<file path="src/rtl/pipe_stage_elastic.sv">
// Elastic pipeline-stage register: a head entry plus a skid entry sustain one beat per
// cycle under back-pressure, and a flush turns every held entry into a zero-control bubble.
module pipe_stage_elastic #(
   parameter int CTRL_W     = 8,
   parameter int DATA_W     = 155,
   parameter bit CLEAR_DATA = 1'b1
) (
   input  logic              clk,
   input  logic              reset,
   input  logic              in_valid,
   output logic              in_ready,
   input  logic [CTRL_W-1:0] in_ctrl,
   input  logic [DATA_W-1:0] in_data,
   output logic              out_valid,
   input  logic              out_ready,
   output logic [CTRL_W-1:0] out_ctrl,
   output logic [DATA_W-1:0] out_data,
   input  logic              flush,
   output logic [1:0]        occupancy
);

   typedef enum logic [1:0] {
      EMPTY = 2'd0,
      ONE   = 2'd1,
      FULL  = 2'd2
   } occ_e;

   occ_e              occ_q, occ_d;
   logic              in_ready_q, in_ready_d;
   logic              h_valid_q, h_valid_d;
   logic [CTRL_W-1:0] h_ctrl_q, h_ctrl_d;
   logic [DATA_W-1:0] h_data_q, h_data_d;
   logic              s_valid_q, s_valid_d;
   logic [CTRL_W-1:0] s_ctrl_q, s_ctrl_d;
   logic [DATA_W-1:0] s_data_q, s_data_d;

   logic accept;
   logic drain;

   // in_ready is a flop, so accepting never waits on downstream's out_ready.
   assign accept = in_valid && in_ready_q;
   assign drain  = h_valid_q && out_ready;

   always_comb begin
      // NOTE: every _d starts from its _q; a path that forgets an assignment would infer a latch.
      occ_d      = occ_q;
      in_ready_d = in_ready_q;
      h_valid_d  = h_valid_q;
      h_ctrl_d   = h_ctrl_q;
      h_data_d   = h_data_q;
      s_valid_d  = s_valid_q;
      s_ctrl_d   = s_ctrl_q;
      s_data_d   = s_data_q;

      if (flush) begin
         // The incoming beat and the head are both killed; neither counts as transferred.
         occ_d     = EMPTY;
         h_valid_d = 1'b0;
         h_ctrl_d  = '0;
         s_valid_d = 1'b0;
         s_ctrl_d  = '0;
         if (CLEAR_DATA) begin
            h_data_d = '0;
            s_data_d = '0;
         end
      end else begin
         case (occ_q)
            EMPTY: begin
               if (accept) begin
                  h_valid_d = 1'b1;
                  h_ctrl_d  = in_ctrl;
                  h_data_d  = in_data;
                  occ_d     = ONE;
               end
            end
            ONE: begin
               if (accept && !drain) begin
                  s_valid_d = 1'b1;
                  s_ctrl_d  = in_ctrl;
                  s_data_d  = in_data;
                  occ_d     = FULL;
               end else if (accept && drain) begin
                  h_ctrl_d = in_ctrl;
                  h_data_d = in_data;
               end else if (drain) begin
                  h_valid_d = 1'b0;
                  h_ctrl_d  = '0;
                  occ_d     = EMPTY;
               end
            end
            FULL: begin
               if (drain) begin
                  h_ctrl_d  = s_ctrl_q;
                  h_data_d  = s_data_q;
                  s_valid_d = 1'b0;
                  s_ctrl_d  = '0;
                  if (CLEAR_DATA) begin
                     s_data_d = '0;
                  end
                  occ_d = ONE;
               end
            end
            default: begin
               occ_d = occ_q;
            end
         endcase
      end

      in_ready_d = (occ_d != FULL);
   end

   always_ff @(posedge clk) begin
      // NOTE: data entries are reset as well, because out_data must read zero out of reset.
      if (!reset) begin
         occ_q      <= EMPTY;
         in_ready_q <= 1'b0;
         h_valid_q  <= 1'b0;
         h_ctrl_q   <= '0;
         h_data_q   <= '0;
         s_valid_q  <= 1'b0;
         s_ctrl_q   <= '0;
         s_data_q   <= '0;
      end else begin
         // NOTE: non-blocking updates so every flop samples pre-edge values.
         occ_q      <= occ_d;
         in_ready_q <= in_ready_d;
         h_valid_q  <= h_valid_d;
         h_ctrl_q   <= h_ctrl_d;
         h_data_q   <= h_data_d;
         s_valid_q  <= s_valid_d;
         s_ctrl_q   <= s_ctrl_d;
         s_data_q   <= s_data_d;
      end
   end

   assign in_ready  = in_ready_q;
   assign out_valid = h_valid_q;
   assign out_ctrl  = h_ctrl_q & {CTRL_W{h_valid_q}};
   assign out_data  = h_data_q;
   assign occupancy = occ_q;

   // Structural invariants tying the occupancy count to the entry valid bits.
   a_skid_implies_head: assert property (@(posedge clk) disable iff (!reset)
      s_valid_q |-> h_valid_q);
   a_occ_matches_valid: assert property (@(posedge clk) disable iff (!reset)
      occupancy == ({1'b0, h_valid_q} + {1'b0, s_valid_q}));
   a_full_not_ready: assert property (@(posedge clk) disable iff (!reset)
      (occ_q == FULL) |-> !in_ready_q);

endmodule

</file>
<file path="config.mk">
export PLATFORM = sky130hd
export DESIGN_NAME = pipe_stage_elastic
export DESIGN_NICKNAME = d
export VERILOG_FILES = /design/src/rtl/pipe_stage_elastic.sv
export SDC_FILE = /design/constraint.sdc
export NUM_CORES = 1
export LEC_CHECK = 0
export BUFFER_PORTS_ARGS = -buffer_cell sky130_fd_sc_hd__buf_2
export CAP_MARGIN = 20
export CELL_PAD_IN_SITES_DETAIL_PLACEMENT = 0
export CELL_PAD_IN_SITES_GLOBAL_PLACEMENT = 1
export CORE_MARGIN = 2
export CORE_UTILIZATION = 40
export DETAILED_ROUTE_END_ITERATION = 7
export GPL_ROUTABILITY_DRIVEN = 0
export GPL_TIMING_DRIVEN = 0
export PLACE_DENSITY = 0.86
export SLEW_MARGIN = 20
export SYNTH_ARGS = -nofsm -noshare
export SYNTH_HDL_FRONTEND = slang
export SYNTH_SLANG_ARGS = --single-unit
</file>
<file path="constraint.sdc">
create_clock -name clk -period 2.7 [get_ports clk]
set_clock_uncertainty 0.15 [all_clocks]
set_input_delay 0.27 -clock clk [delete_from_list [all_inputs] [get_ports clk]]
set_output_delay 0.27 -clock clk [all_outputs]
set_load 0.01 [all_outputs]
</file>
; ---- Word level (Yosys, flattened, before mapping)
; Index checks and enable logic that the tools add are counted.
[op_classes]
muxes = 28
eq_ne = 11
n_reduce_logical = 14
bitwise = 2
[ops]
columns = operator, count
row1 = $mux 155, 6
row2 = $pmux 155 s3, 1
row3 = $pmux 155 s2, 1
row4 = $mux 8, 6
row5 = $pmux 8 s3, 1
row6 = $ne 2x2->1 const B, 8
row7 = $pmux 8 s2, 1
row8 = $reduce_and 5->1, 3
row9 = $mux 2, 6
row10 = $and 8x8->8, 1
row11 = $pmux 2 s3, 1
row12 = $logic_and 1x1->1, 4
row13 = $mux 1, 4
row14 = $reduce_bool 2->1, 2
row15 = $ne 3x3->1 const B, 1
row16 = $reduce_and 3->1, 1
row17 = $reduce_bool 3->1, 1
row18 = $eq 2x1->1 const B, 1
row19 = $eq 2x2->1 const B, 1
row20 = $logic_not 2->1, 1
row21 = $pmux 1 s2, 1
row22 = $reduce_or 2->1, 1
row23 = $logic_not 1->1, 1
row24 = $not 1->1, 1
[totals]
in_bits = 168
regBits = 330
wordCells = 62
out_inout_bits = 167

; ---- Longest topological paths before layout
; Gate-level depths: netlist (run 1).
[depth]
ltp_word = 7
depth_mapped = 10

; ---- Least setup slack after synthesis (run 1)
; No wires, ideal clock.
[synth_timing]
path_kind = register to register
from = register occ_q[0] (netlist: occupancy[0])
to = register h_data_q[57] (netlist: out_data[57])
t_arrival_ns = 1.937
path_slack_ns = 0.532
path_stages_with_launch = 9
cell_sequence = dfxtp_1 inv_1 ha_1 a21boi_1 a2111oi_4 buf_6 buf_12 nor2_2 a211oi_2
[synth_between]
elab_chain_cells = 3
word_cells_on_any_way = 10
cone_classes = 6 x eq/ne / 1 x mux / 3 x reduce/logical
[synth_rtl]
columns = item, line
row1 = start: declaration, 28  ; occ_e occ_q, occ_d;
row2 = start signal: assignment, 115  ; occ_q <= EMPTY;
row3 = start signal: assignment, 125  ; occ_q <= occ_d;
row4 = "$eq 2x1->1, or another cell as far along", 67  ; case (occ_q)
row5 = $ne 2x2->1 (no line) or $reduce_bool 3->1 (tied branches), -
row6 = $reduce_and 5->1 (no line), -
row7 = end signal: assignment, 129  ; h_data_q <= h_data_d;
row8 = end: declaration, 32  ; logic [DATA_W-1:0] h_data_q, h_data_d;
; Several ways; a longest one is shown, not always the timed one.
; A chain may end at the register's enable or synchronous reset.

; ---- Worst setup path in the final report (run 1)
[layout_timing]
from = register occ_q[0] (netlist: occupancy[0])
to = register s_data_q[129]
[layout_between]
elab_chain_cells = 3
word_cells_on_any_way = 7
cone_classes = 4 x eq/ne / 1 x mux / 2 x reduce/logical
[layout_rtl]
columns = item, line
row1 = $eq 2x1->1 or $eq 2x2->1 (tied branches), 67
row2 = $ne 2x2->1 (no line) or $reduce_bool 2->1 (tied branches), -
row3 = $reduce_and 3->1 (no line), -
row4 = end signal: assignment, 132  ; s_data_q <= s_data_d;
row5 = end: declaration, 35  ; logic [DATA_W-1:0] s_data_q, s_data_d;
; Several ways; a longest one is shown, not always the timed one.

==> results.ini, run 1 <==
[routing]
wl_per_cell_um = 17.9
vias = 14600
drt-initial-drc-count = 900
wl_um = 49700
dr.pass1.iters = 8
viasPerCell = 5.25
drc = 0
ant_nets = 0

[cells_and_area]
multi_input_area_um2 = 7550
postLayoutCoreUtil_pct = 54.9
stdcell_count = 2782
num-fill-cells = 3457
ff_latch_area_um2 = 6610
final_nets = 2410
area_growth_pct = 35.6
drive_gt1_share_pct = 34.6

[synth]
synth.cell_area_um2 = 15200
synthFlopType = dfxtp_1
yosys.area.top_type = dfxtp_1
synth.net_count = 1867
yosysUniqueCellTypes = 37
synth.area.top_cells = dfxtp_1 44%, a211oi_2 12%, nand3b_1 7.8%
synth_common_cells = 330 x dfxtp_1, 173 x a21oi_1, 168 x nand2_1
synth_top_area_share_pct = 43.5
synth_cells = 1695
synthArstFlopShare_pct = 0
ys_seq_elements = 330
synth_edf_count = 0
synth_most_common_cell = dfxtp_1
avgSynthCellArea_um2 = 8.95
yosys_warnings = 0
synth_seq_area_share_pct = 43.5

[global_routing]
antenna_found_initial = 5
grt-ovfl-total = 0
grt_pass1_wl_um = 76500
grt_use_total_pct = 24.5
grt_max_degree = 13
grt_pass1_vias = 14200

[run_status]
status = complete, no violations

[floorplan]
start_util_pct = 40.5
ios = 335
die_w_um = 199
die_h_um = 199
coreArea_um2 = 37500
placementRows = 71
dieArea_um2 = 39500

[placed_design]
place_hpwl_um = 34100
dpl.cell_count = 2540
io_buffers = 334

[timing]
fin_crit_sh_pct = 95.7
layout_min_cycle_time_ns = 2.58
setup_tns_ns = 0
worst_pin_slew_ns = 1.09
max_freq_ghz = 0.387
setup_violations = 0
slew_headroom_pct = 27.5
hold_viol = 0
drv_slew = 0

[worst_setup_path]
cp_data_required_time_ns = 3.00
end_kind = flip-flop
worst-path-max-fanout = 10
startpoint_type = flip-flop
cp.arrival_ns = 2.89
criticalPathCategory = reg2reg

[min_path]
hp-class = reg2reg

[run]
cap_violations = 0

[clocking]
clock_latency_ns = 0.53
cts.reportedPaths.clkPinSlew_ns = 0.06
cts_root_buffer = clkbuf_16
htreeDepth = 2
clockBufferDepth = 3
cts_sinks = 330
cts_tree = built
numCtsBuffers = 38

[power_and_ir_drop]
ir_drop_mv = 0.356
p_per_area_nw_per_um2 = 576
leakage_uw = 0.00738

## worst paths after layout
| kind | startpoint | endpoint | slack (ns) | depth (start not counted) |
|---|---|---|---|---|
| hold reg to reg | s_data_q[113] | s_data_q[113] | 0.31 | 2 |
| hold / removal | s_data_q[113] | s_data_q[113] | 0.31 | 2 |
| setup / recovery | occupancy[0] | s_data_q[129] | 0.12 | 10 |
| setup reg to reg | occupancy[0] | s_data_q[129] | 0.12 | 10 |
## logic make-up (layout without fill, tap and decap cells)
kind of cell / count (synthesis) / in the layout / synth area share (%)
other cells: 0 / 6 / 0
compound gates: 512 / 512 / 24.8
xor+xnor: 1 / 1 / 0.0577
buf+inv: 183 / 753 / 6.76
flops: 330 / 330 / 43.5
fa+ha+maj: 4 / 4 / 0.330
simple gates: 665 / 665 / 24.5
## state kept, by name, summed over array words and instances (netlist names)
| signal | cells |
|---|---|
| out_data | 155 |
| s_data_q | 155 |
| h_ctrl_q | 8 |
| s_ctrl_q | 8 |
| occupancy | 2 |
| in_ready | 1 |
| out_valid | 1 |
## cell type report
cell class / count / area share (%)
Tap cell: 511 / 3.11
Buffer: 180 / 5.21
Clock inverter: 9 / 0.474
Multi-Input combinational cell: 1182 / 36.7
Inverter: 2 / 0.0365
Clock buffer: 58 / 5.73
Sequential cell: 330 / 32.1
Timing Repair Buffer: 504 / 16.5
Antenna cell: 6 / 0.0730
## metrics by stage
step	worst slack (ns)	instance area, um^2	total power (uW)	hold WS [ns]
6_report	0.116	20600	11900	0.310
5_1_grt	-0.00646	20600	12300	0.331
4_1_cts	0.0204	20500	12000	0.311
3_5_place_dp	-0.430	17500	6500	0.303
3_3_place_gp	-0.371	17500	6480	0.297
2_1_floorplan	0.532	15200	6010	0.248
## timing repair
action | in CTS | in global routing
buffers inserted | 0 | 3
setup endpoints to repair | 224 | 218
endpoints found under the hold margin | 246 | 0
hold buffers | 167 | 0
resized for setup | 18 | 19
## critical path, cell delays in order (launching register included)
cell and delay, ns:
dfxtp_1 0.44, inv_1 0.09, ha_1 0.21, buf_4 0.21
buf_4 0.23, nor3_1 0.21, buf_4 0.21, buf_4 0.24
buf_2 0.28, nand2_1 0.11, a21oi_1 0.12
## report_power, final
part	internal (uW)	switching [uW]
Sequential	4990	83.3
Combinational	664	864
Clock	3200	2060
Total	8850	3000
## placed cells by master, fill, tap and decap left out, types with 4 or more instances in the layout
| cell | n |
|---|---|
| clkbuf_8 | 9 |
| buf_6 | 4 |
| clkbuf_1 | 91 |
| dfxtp_1 | 330 |
| clkbuf_4 | 4 |
| clkbuf_2 | 6 |
| clkbuf_16 | 41 |
| a22oi_1 | 8 |
| nand3_1 | 164 |
| and2_1 | 10 |
| a211oi_1 | 7 |
| buf_4 | 6 |
| dlygate4sd3_1 | 167 |
| nor2_1 | 6 |
| diode_2 | 6 |
| o21ai_0 | 164 |
| nand2_1 | 168 |
| nor2_2 | 149 |
| buf_1 | 12 |
| buf_12 | 19 |
| a21oi_1 | 173 |
| nand3b_1 | 157 |
| clkinv_2 | 6 |
| a211oi_2 | 149 |
| buf_2 | 383 |
## routing by layer
metal	part of all wire [%]	GRT usage, %	vias up
li1	-	-	7085
met1	45	32.8	7025
met3	5.6	4.36	75
met2	47	40.3	427
met4	2.0	7.08	0
met5	0	0	-
Note: power is estimated with default switching activity, not from simulation.
==> inputs of run 2 (changes only) <==
--- a/config.mk
+++ b/config.mk
@@ -15,6 +15,7 @@
 export GPL_ROUTABILITY_DRIVEN = 0
 export GPL_TIMING_DRIVEN = 0
 export PLACE_DENSITY = 0.86
+export SKIP_LAST_GASP = 1
 export SLEW_MARGIN = 20
 export SYNTH_ARGS = -nofsm -noshare
 export SYNTH_HDL_FRONTEND = slang
==> constraint.sdc (replaced) <==
create_clock -name clk -period 2.7 [get_ports clk]
set_clock_uncertainty 0.15 [all_clocks]
set_input_delay 0.405 -clock clk [delete_from_list [all_inputs] [get_ports clk]]
set_output_delay 0.405 -clock clk [all_outputs]
set_load 0.01 [all_outputs]
==> results.ini, run 2 (synthesis results as in run 1) <==
[run_status]
status = complete, no violations

[worst_setup_path]
worst-path-max-fanout = 10  ; unchanged
cp.arrival_ns = 2.90  ; about the same
end_kind = flip-flop
startpoint_type = primary input
cp_data_required_time_ns = 2.93  ; -0.07 ns
criticalPathCategory = in2reg

[global_routing]
grt_pass1_vias = 14200  ; -0.23%
grt_max_degree = 13  ; unchanged
grt-ovfl-total = 0  ; unchanged
antenna_found_initial = 5  ; unchanged
grt_use_total_pct = 24.4  ; -0.029 points
grt_pass1_wl_um = 76400  ; -0.14%

[floorplan]
die_w_um = 199  ; unchanged
ios = 335  ; unchanged
dieArea_um2 = 39500  ; unchanged
die_h_um = 199  ; unchanged
placementRows = 71  ; unchanged
coreArea_um2 = 37500  ; unchanged
start_util_pct = 40.5  ; unchanged

[routing]
ant_nets = 0  ; unchanged
vias = 14600  ; +0.014%
drc = 0  ; unchanged
drt-initial-drc-count = 891  ; -1.0%
wl_um = 49700  ; -0.11%
dr.pass1.iters = 5  ; -3
viasPerCell = 5.26  ; about the same
wl_per_cell_um = 17.9  ; about the same

[power_and_ir_drop]
ir_drop_mv = 0.355  ; about the same
leakage_uw = 0.00739  ; about the same
p_per_area_nw_per_um2 = 577  ; about the same

[timing]
max_freq_ghz = 0.376  ; -2.9%
slew_headroom_pct = 38.5  ; +11 points
worst_pin_slew_ns = 0.922  ; -0.166 ns
hold_viol = 0  ; unchanged
setup_tns_ns = 0  ; unchanged
fin_crit_sh_pct = 98.6  ; +2.9 points
layout_min_cycle_time_ns = 2.66  ; +0.0780 ns
hold_slack_ns = 0.142  ; -0.168 ns
drv_slew = 0  ; unchanged
setup_violations = 0  ; unchanged

[clocking]
cts.reportedPaths.clkPinSlew_ns = 0.06  ; about the same
numCtsBuffers = 38  ; unchanged
clock_latency_ns = 0.54  ; about the same
cts_root_buffer = clkbuf_16
cts_tree = built
htreeDepth = 2  ; unchanged
cts_sinks = 330  ; unchanged
clockBufferDepth = 3  ; unchanged

[cells_and_area]
fin_area_um2 = 20600  ; about the same
final_cell_mix = 383 x buf_2, 330 x dfxtp_1, 173 x a21oi_1
postLayoutCoreUtil_pct = 54.9  ; about the same
num-fill-cells = 3463  ; +0.17%
final_nets = 2408  ; -0.083%
final_common_cell = buf_2
drive_gt1_share_pct = 34.7  ; +0.075 points
stdcell_count = 2780  ; -0.072%
area_growth_pct = 35.5  ; about the same

[placed_design]
placed_cell_area_um2 = 17500  ; unchanged
io_buffers = 334  ; unchanged
place_hpwl_um = 34100  ; unchanged
dpl.cell_count = 2540  ; unchanged

[min_path]
hp-class = in2reg

[run]
cap_violations = 0  ; unchanged

## run 2: cell types whose count changed in the layout (fill, tap and decap cells not counted), sizes merged
cell / before / now
dlygate4sd3: 167 / 165
clkdlybuf4s15: 0 / 2
clkbuf: 151 / 149
## run 2: area by class of cell
cell class,instances,area (um^2),share of cell area (%)
multi-input cells,1182,7550,36.7
flip-flops and latches,330,6610,32.1
repair buffers,502,3380,16.4
clock buffers,58,1180,5.74
plain buffers,180,1090,5.28
well taps,511,639,3.11
clock inverters,9,97.6,0.475
diodes,6,15.0,0.0730
inverters,2,7.51,0.0365
## run 2: stage by stage
step                power (uW)  setup slack [ns]
finish                   11900            0.0378
global route             12300          -0.00646
CTS                      12000            0.0204
detailed placement        6500            -0.430
global placement          6480            -0.371
floorplan                 6010             0.532
## run 2: repair_timing
item	CTS	global route
resized for setup	18	25
hold endpoints to repair	164	0
buffers inserted	0	3
setup endpoints to repair	224	227
hold buffers	165	0
## run 2: critical path, cell delays in order
cell	delay, ns
dlygate4sd3_1	0.52
buf_2	0.13
nand2b_1	0.10
clkbuf_1	0.14
clkdlybuf4s15_1	0.82
clkbuf_1	0.70
a211oi_1	0.08
## run 2: worst paths after layout
check                startpoint            end  slack, ns  cells after the start
setup / recovery          flush      out_valid       0.04                      7
hold / removal         in_valid      out_valid       0.14                      3
setup reg to reg   occupancy[0]  s_data_q[129]       0.12                     10
hold reg to reg   s_data_q[113]  s_data_q[113]       0.31                      2
## run 2: routing by layer
| metal | wire length (um) | up-vias | GRT usage (%) |
|---|---|---|---|
| li1 | - | 7076 | - |
| met1 | 22600 | 7042 | 32.8 |
| met2 | 23500 | 414 | 40.2 |
| met3 | 2540 | 82 | 4.36 |
| met4 | 1050 | 0 | 7.10 |
| met5 | 0 | - | 0 |
## run 2: power by group
group,switching [uW],total [uW],internal [uW],leakage [uW]
clock network,2060,5260,3200,0.000631
logic,864,1530,664,0.00408
registers,83.1,5080,4990,0.00267
total,3010,11900,8850,0.00739
==> inputs of run 3 (changes only) <==
==> constraint.sdc (replaced) <==
create_clock -name clk -period 2.8 [get_ports clk]
set_clock_uncertainty 0.15 [all_clocks]
set_input_delay 0.42 -clock clk [delete_from_list [all_inputs] [get_ports clk]]
set_output_delay 0.42 -clock clk [all_outputs]
set_load 0.01 [all_outputs]
==> results.ini, run 3 (synthesis results as in run 1) <==
[clocking]
postCtsSetupBuffers = 0  ; unchanged
clock_latency_ns = 0.53  ; about the same
cts_tree = built
clockBufferDepth = 3  ; unchanged
cts.reportedPaths.clkPinSlew_ns = 0.06  ; about the same
numCtsBuffers = 38  ; unchanged
htreeDepth = 2  ; unchanged
cts_sinks = 330  ; unchanged
cts_root_buffer = clkbuf_16

[timing]
max_freq_ghz = 0.372
hold_slack_ns = 0.0154  ; -0.127 ns
slew_headroom_pct = 27.5  ; -11 points
worst_pin_slew_ns = 1.09  ; +0.165 ns
fin_crit_sh_pct = 95.9
drv_slew = 0  ; unchanged
rsz0062_at_grt = yes
hold_viol = 0  ; unchanged
setup_violations = 0  ; unchanged
layout_min_cycle_time_ns = 2.69
setup_tns_ns = 0  ; unchanged

[routing]
vias = 14500  ; -0.44%
wl_um = 49500  ; -0.30%
drt-initial-drc-count = 864  ; -3.0%
ant_nets = 0  ; unchanged
viasPerCell = 5.25  ; -0.16%
wl_per_cell_um = 17.9  ; about the same
dr.pass1.iters = 5  ; unchanged
drc = 0  ; unchanged

[worst_setup_path]
cp_data_required_time_ns = 3.03  ; +0.10 ns
end_kind = flip-flop
criticalPathCategory = reg2reg
worst-path-max-fanout = 10  ; unchanged
cp.arrival_ns = 2.91  ; about the same
startpoint_type = flip-flop

[run_status]
status = complete, no violations

[min_path]
hp-class = in2reg

[floorplan]
dieArea_um2 = 39500  ; unchanged
coreArea_um2 = 37500  ; unchanged
die_w_um = 199  ; unchanged
ios = 335  ; unchanged
start_util_pct = 40.5  ; unchanged
placementRows = 71  ; unchanged
die_h_um = 199  ; unchanged

[global_routing]
antenna_found_initial = 5  ; unchanged
grt_max_degree = 13  ; unchanged
grt_pass1_wl_um = 76300  ; -0.15%
grt-ovfl-total = 0  ; unchanged
grt_use_total_pct = 24.4  ; -0.044 points
grt_pass1_vias = 14100  ; -0.23%

[cells_and_area]
drive_gt1_share_pct = 34.4  ; -0.26 points
fin_area_um2 = 20400  ; -0.77%
final_cell_mix = 379 x buf_2, 330 x dfxtp_1, 173 x a21oi_1
postLayoutCoreUtil_pct = 54.4  ; -0.42 points
final_nets = 2399  ; -0.37%
final_common_cell = buf_2
area_growth_pct = 34.5
stdcell_count = 2772  ; -0.29%

[placed_design]
placed_cell_area_um2 = 17500  ; unchanged
place_hpwl_um = 34100  ; unchanged
dpl.cell_count = 2540  ; unchanged
io_buffers = 334  ; unchanged

[run]
cap_violations = 0  ; unchanged

[power_and_ir_drop]
leakage_uw = 0.00730  ; -1.1%
p_per_area_nw_per_um2 = 559  ; -3.0%
ir_drop_mv = 0.344  ; -3.2%

## run 3: changes by cell type in the layout (fill, tap and decap cells not counted), moves of 2 or more
cell	previous run	this run
clkbuf_1	88	96
buf_6	4	1
clkdlybuf4s15_1	2	0
dlygate4sd3_1	165	158
buf_2	383	379
buf_12	19	16
## run 3: area by class of cell
class | instances | area (um^2)
Timing Repair Buffer | 492 | 3250
Antenna cell | 7 | 17.5
Buffer | 181 | 1060
Clock inverter | 9 | 97.6
Tap cell | 511 | 639
Clock buffer | 58 | 1180
Fill cell | 3483 | 17100
Multi-Input combinational cell | 1182 | 7550
Sequential cell | 330 | 6610
Inverter | 2 | 7.51
## run 3: what timing repair did
action,in CTS,in global routing
hold buffers,158,0
endpoints found under the hold margin,157,0
resized for setup,9,18
endpoints found under the setup margin,224,204
pin swaps,0,0
## run 3: power breakdown
group / switching, uW / internal, uW / total (uW)
Combinational: 830 / 629 / 1460
Sequential: 80.1 / 4820 / 4900
Clock: 1980 / 3080 / 5060
Total: 2890 / 8530 / 11400
## run 3: stage by stage
step                setup slack [ns]  total power [uW]
global route                 -0.0258             11900
CTS                           0.0102             11500
detailed placement            -0.330              6270
finish                         0.115             11400
global placement              -0.271              6250
floorplan                      0.632              5790
## run 3: critical path, cell delays in order (launching register included)
cell	delay, ns
dfxtp_1	0.42
ha_1	0.20
buf_4	0.24
buf_4	0.28
buf_4	0.27
buf_4	0.30
buf_2	0.27
nand3b_1	0.12
o21ai_0	0.14
a211oi_2	0.11
## run 3: final timing paths
check	start	end	slack [ns]	depth (start not counted)
max	occupancy[1]	out_data[85]	0.11	9
min reg2reg	s_data_q[113]	s_data_q[113]	0.31	2
max reg2reg	occupancy[1]	out_data[85]	0.11	9
min	in_data[141]	s_data_q[141]	0.02	3
## run 3: metal layers
| layer | GRT usage [%] | share of wire [%] | vias to the layer above |
|---|---|---|---|
| li1 | - | - | 7060 |
| met1 | 32.8 | 45 | 6981 |
| met2 | 40.0 | 47 | 431 |
| met5 | 0 | 0 | - |
| met4 | 7.30 | 2.2 | 0 |
| met3 | 4.37 | 5.4 | 77 |
